==> config.mk <==
export PLATFORM = sky130hd
export DESIGN_NAME = prior_arbiter_n
export DESIGN_NICKNAME = d
export VERILOG_FILES = /design/src/rtl/prior_arbiter_n_pkg.sv /design/src/rtl/prior_arbiter_n_find.sv /design/src/rtl/prior_arbiter_n.sv
export SDC_FILE = /design/constraint.sdc
export NUM_CORES = 1
export LEC_CHECK = 0
export BUFFER_PORTS_ARGS = -buffer_cell sky130_fd_sc_hd__buf_4
export CAP_MARGIN = 0
export CORE_AREA = 2 2 39 41
export CTS_BUF_LIST = sky130_fd_sc_hd__clkbuf_8 sky130_fd_sc_hd__clkbuf_16
export DETAILED_ROUTE_END_ITERATION = 7
export DIE_AREA = 0 0 41 43
export GPL_ROUTABILITY_DRIVEN = 0
export PLACE_DENSITY = 0.69
export SYNTH_ARGS = -nofsm -noshare
export SYNTH_HDL_FRONTEND = slang
export SYNTH_SLANG_ARGS = --single-unit
export TNS_END_PERCENT = 30
==> constraint.sdc <==
create_clock -name clk -period 1.62 [get_ports clk]
set_clock_uncertainty 0.05 [all_clocks]
set_input_delay 0.162 -clock clk [delete_from_list [all_inputs] [get_ports clk]]
set_output_delay 0.162 -clock clk [all_outputs]
set_load 0.02 [all_outputs]
==> src/rtl/prior_arbiter_n_pkg.sv <==
// rtl/prior_arbiter_n_pkg.sv - shared state and mode encodings for the priority arbiter
package prior_arbiter_n_pkg;

  localparam logic ST_IDLE  = 1'b0;
  localparam logic ST_GRANT = 1'b1;

  localparam int MODE_FIXED = 0;
  localparam int MODE_RR    = 1;

endpackage

==> src/rtl/prior_arbiter_n_find.sv <==
// rtl/prior_arbiter_n_find.sv - combinational highest-set-bit finder
module prio_find_n #(
  parameter  int N = 8,
  localparam int W = (N > 1) ? $clog2(N) : 1
) (
  input  logic [N-1:0] vec_i,
  output logic [W-1:0] idx_o,
  output logic         any_o
);

  // Ascending scan: the last hit, i.e. the highest set bit, wins.
  always_comb begin
    idx_o = '0;
    any_o = 1'b0;
    for (int i = 0; i < N; i++) begin
      if (vec_i[i]) begin
        idx_o = W'(i);
        any_o = 1'b1;
      end
    end
  end

endmodule

==> src/rtl/prior_arbiter_n.sv <==
// rtl/prior_arbiter_n.sv - registered N-input fixed-priority / round-robin arbiter
module prior_arbiter_n
  import prior_arbiter_n_pkg::*;
#(
  parameter  int N    = 8,
  parameter  int MODE = MODE_FIXED,
  localparam int W    = $clog2(N)
) (
  input  logic         clk,
  input  logic         reset,
  input  logic [N-1:0] req,
  input  logic         en,
  input  logic         ack,
  output logic [W-1:0] idx,
  output logic         valid,
  output logic [N-1:0] onehot
);

  logic         state_q, state_d;
  logic [W-1:0] idx_q, idx_d;
  logic [N-1:0] onehot_q, onehot_d;

  logic         ack_fire;
  logic [W-1:0] win_idx;
  logic         win_any;
  logic [N-1:0] win_onehot;

  assign ack_fire = (state_q == ST_GRANT) && ack;

  if (MODE == MODE_RR) begin : g_rr
    logic [W-1:0] ptr_q;
    logic [W-1:0] ptr_eff;
    logic [N-1:0] mask;
    logic [N-1:0] req_masked;
    logic [W-1:0] m_idx, u_idx;
    logic         m_any, u_any;

    // A back-to-back grant must already see the pointer at the acked index.
    assign ptr_eff = ack_fire ? idx_q : ptr_q;

    always_comb begin
      mask = '0;
      for (int i = 0; i < N; i++) begin
        mask[i] = (W'(i) < ptr_eff);
      end
    end

    assign req_masked = req & mask;

    prio_find_n #(.N(N)) u_find_masked (
      .vec_i (req_masked),
      .idx_o (m_idx),
      .any_o (m_any)
    );

    prio_find_n #(.N(N)) u_find_full (
      .vec_i (req),
      .idx_o (u_idx),
      .any_o (u_any)
    );

    assign win_idx = m_any ? m_idx : u_idx;
    assign win_any = u_any;

    always_ff @(posedge clk) begin
      if (reset) begin
        ptr_q <= '0;
      end else if (ack_fire) begin
        ptr_q <= idx_q;
      end
    end
  end else begin : g_fixed
    prio_find_n #(.N(N)) u_find (
      .vec_i (req),
      .idx_o (win_idx),
      .any_o (win_any)
    );
  end

  assign win_onehot = {{(N-1){1'b0}}, 1'b1} << win_idx;

  always_comb begin
    state_d  = state_q;
    idx_d    = idx_q;
    onehot_d = onehot_q;
    if (state_q == ST_IDLE) begin
      if (en && win_any) begin
        state_d  = ST_GRANT;
        idx_d    = win_idx;
        onehot_d = win_onehot;
      end
    end else if (ack) begin
      if (en && win_any) begin
        idx_d    = win_idx;
        onehot_d = win_onehot;
      end else begin
        state_d  = ST_IDLE;
        onehot_d = '0;
      end
    end
  end

  always_ff @(posedge clk) begin
    if (reset) begin
      state_q  <= ST_IDLE;
      idx_q    <= '0;
      onehot_q <= '0;
    end else begin
      state_q  <= state_d;
      idx_q    <= idx_d;
      onehot_q <= onehot_d;
    end
  end

  assign idx    = idx_q;
  assign valid  = (state_q == ST_GRANT);
  assign onehot = onehot_q;

endmodule

==> out/summary.txt <==
outcome = completed
vias in the first global route = 468
Final ANT Viol Nets = 0
Syn Area/Cell = 10.3 sq um
reg2reg path depth = 3
worst min-delay path class = primary input to register
Clk pwr share = 0.427
RR Endpoint = onehot[5]
Area Growth Syn to Fin = 45.7%
flops & latches, synth = 12
final-report max-slew violation count = 0
Remaining Overflow, GRT = 0
drt drc = 0
vias per cell = 5.47
final setup vio count = 0
worst-margin pin slew = 0.389 ns
Reg power frac = 0.413
clk slew on worst S/H paths = 0.05 ns
post-synthesis cell area = 558 sq um
slack of the critical path = 0.233 ns
post-cts gate resize count = 0
post-synthesis cell count = 54
PortBufs = 23
worst hold margin = 0.0955 ns
hold-fix buffers at CTS = 0
achievable frequency = 0.721 GHz
leading cell type in the layout, fill and taps excluded = buf_4
Die W = 41 microns
syn nets = 66
switching power = 0.182 mW
drt total wl = 1180 microns
Top Ports = 24
endpoints failing hold = 0
Hold Path Stages = 2
critical path class = register to register
placed insts = 94
clk buf depth = 2
crit start category = register
RSZ-0062 raised after global routing = false
post-layout util = 0.588
CTS Root Cell = clkbuf_8
Sw Share = 0.239
FP Rows = 14
P per Cell Area = 937 nW/um^2
dpl hpwl = 919 microns
# clock sinks = 12
CTS Buf Count = 3
share of flip-flops with an asynchronous set or reset = 0
antenna violations before repair = 0
Critical Path End Type = register
Vias = 536
diodes inserted = 0
most frequent cells in the layout = 24 x buf_4, 12 x dfxtp_1
first-pass GRT wire length = 1900 microns
Hold Path Sink = valid
CTS tree = yes
crit path DAT = 1.52 ns
Die H = 43 microns
Pint = 0.580 mW
Comb power frac = 0.160
min-delay src = reset
Final min period = 1.39 ns
required time of the critical path = 1.75 ns
Max-slew headroom = 0.741
Syn. warnings = 0
Total GRT Usage = 0.164
setup_tns = 0 ns
Seq/Total Area, Yosys = 0.430
Nets = 95
crit share post-route = 0.856
leakage power = 0.372 nW
Post CTS Setup Buffer Count = 0
crit-path max FO = 8
r2r setup slk = 0.23 ns
pre-CTS setup slack = 0.0610 ns
drt wl/cell = 12.0 microns
Reg2Reg Launch Point = valid
initial core utilization = 0.403
worst IR drop on VDD = 756 uV
layout cells sized above 1 = 0.451
Core Area = 1380 sq um
Yosys cell types = 25
die area = 1760 sq um
largest net degree at the start of global routing = 9
Post-synth EDFFs = 0
H-tree depth = 1
Post-Layout Cell Count = 98
Synth Flop Type = dfxtp_1
drt pass-1 iters = 4
max-cap viol count = 0
worst skew pair latency = 0.24 ns
DRT iter0 DRCs = 7
[sequential cells by signal, summed over array words and instances, names as in the netlist]
register  flops
idx           3
onehot        8
valid         1
[worst max-delay path, cell delays in order, from the launching register on]
cell and delay [ns]:
dfxtp_1 0.41, and2b_2 0.26, a221oi_4 0.40, a22o_1 0.21
[worst max-delay path by stage]
stage,endpoint,depth (start not counted),start
after floorplan,onehot[0],4,valid
after global placement,onehot[7],5,req[4]
after detailed placement,onehot[5],5,req[4]
after CTS,onehot[7],3,valid
after global routing,onehot[1],4,valid
final,onehot[5],3,valid
[logic make-up (layout without fill, tap and decap cells)]
kind of cell	Yosys count	in the layout	share of synthesized area
and+or+nand+nor	20	20	0.240
AOI/OAI and AO/OA	19	19	0.309
DFF	12	12	0.430
buffers and inverters	3	31	0.0202
[metrics by stage]
stage | power (mW) | cell area [sq um]
2_1_floorplan | 0.380 | 558
3_3_place_gp | 0.444 | 758
3_5_place_dp | 0.444 | 758
4_1_cts | 0.772 | 813
5_1_grt | 0.798 | 813
6_report | 0.762 | 813
[layout make-up]
class | instances | area (sq um)
clock buffer | 4 | 55.1
inverter | 3 | 11.3
tap | 16 | 20.0
fill | 124 | 571
timing repair buffer | 24 | 180
sequential | 12 | 240
multi-input combinational | 39 | 307
[synthesized netlist by cell type, drive strengths merged (2+ instances only)]
master	n	area, sq um
a311oi	2	17.5
nor2	4	15.0
nand2	4	17.5
a32o	3	32.5
dfxtp	12	240
nor4	2	33.8
nor3	3	15.0
nand2b	2	12.5
a22o	4	35.0
a21oi	4	20.0
inv	3	11.3
[power by group through the flow]
stage                     registers (mW)  logic [mW]  clock network [mW]
after CTS                          0.315       0.124               0.334
after floorplan                    0.335      0.0448                   0
final                              0.315       0.122               0.325
after global routing               0.316       0.133               0.348
after global placement             0.321       0.123                   0
after detailed placement           0.321       0.123                   0
[layer usage]
metal	GRT usage	vias to the layer above	part of all wire
met1	0.216	246	0.46
li1	-	267	-
met2	0.216	19	0.44
met3	0.0942	4	0.080
met5	0	-	0
met4	0.0600	0	0.018
Note: power is estimated with default switching activity, not from simulation.
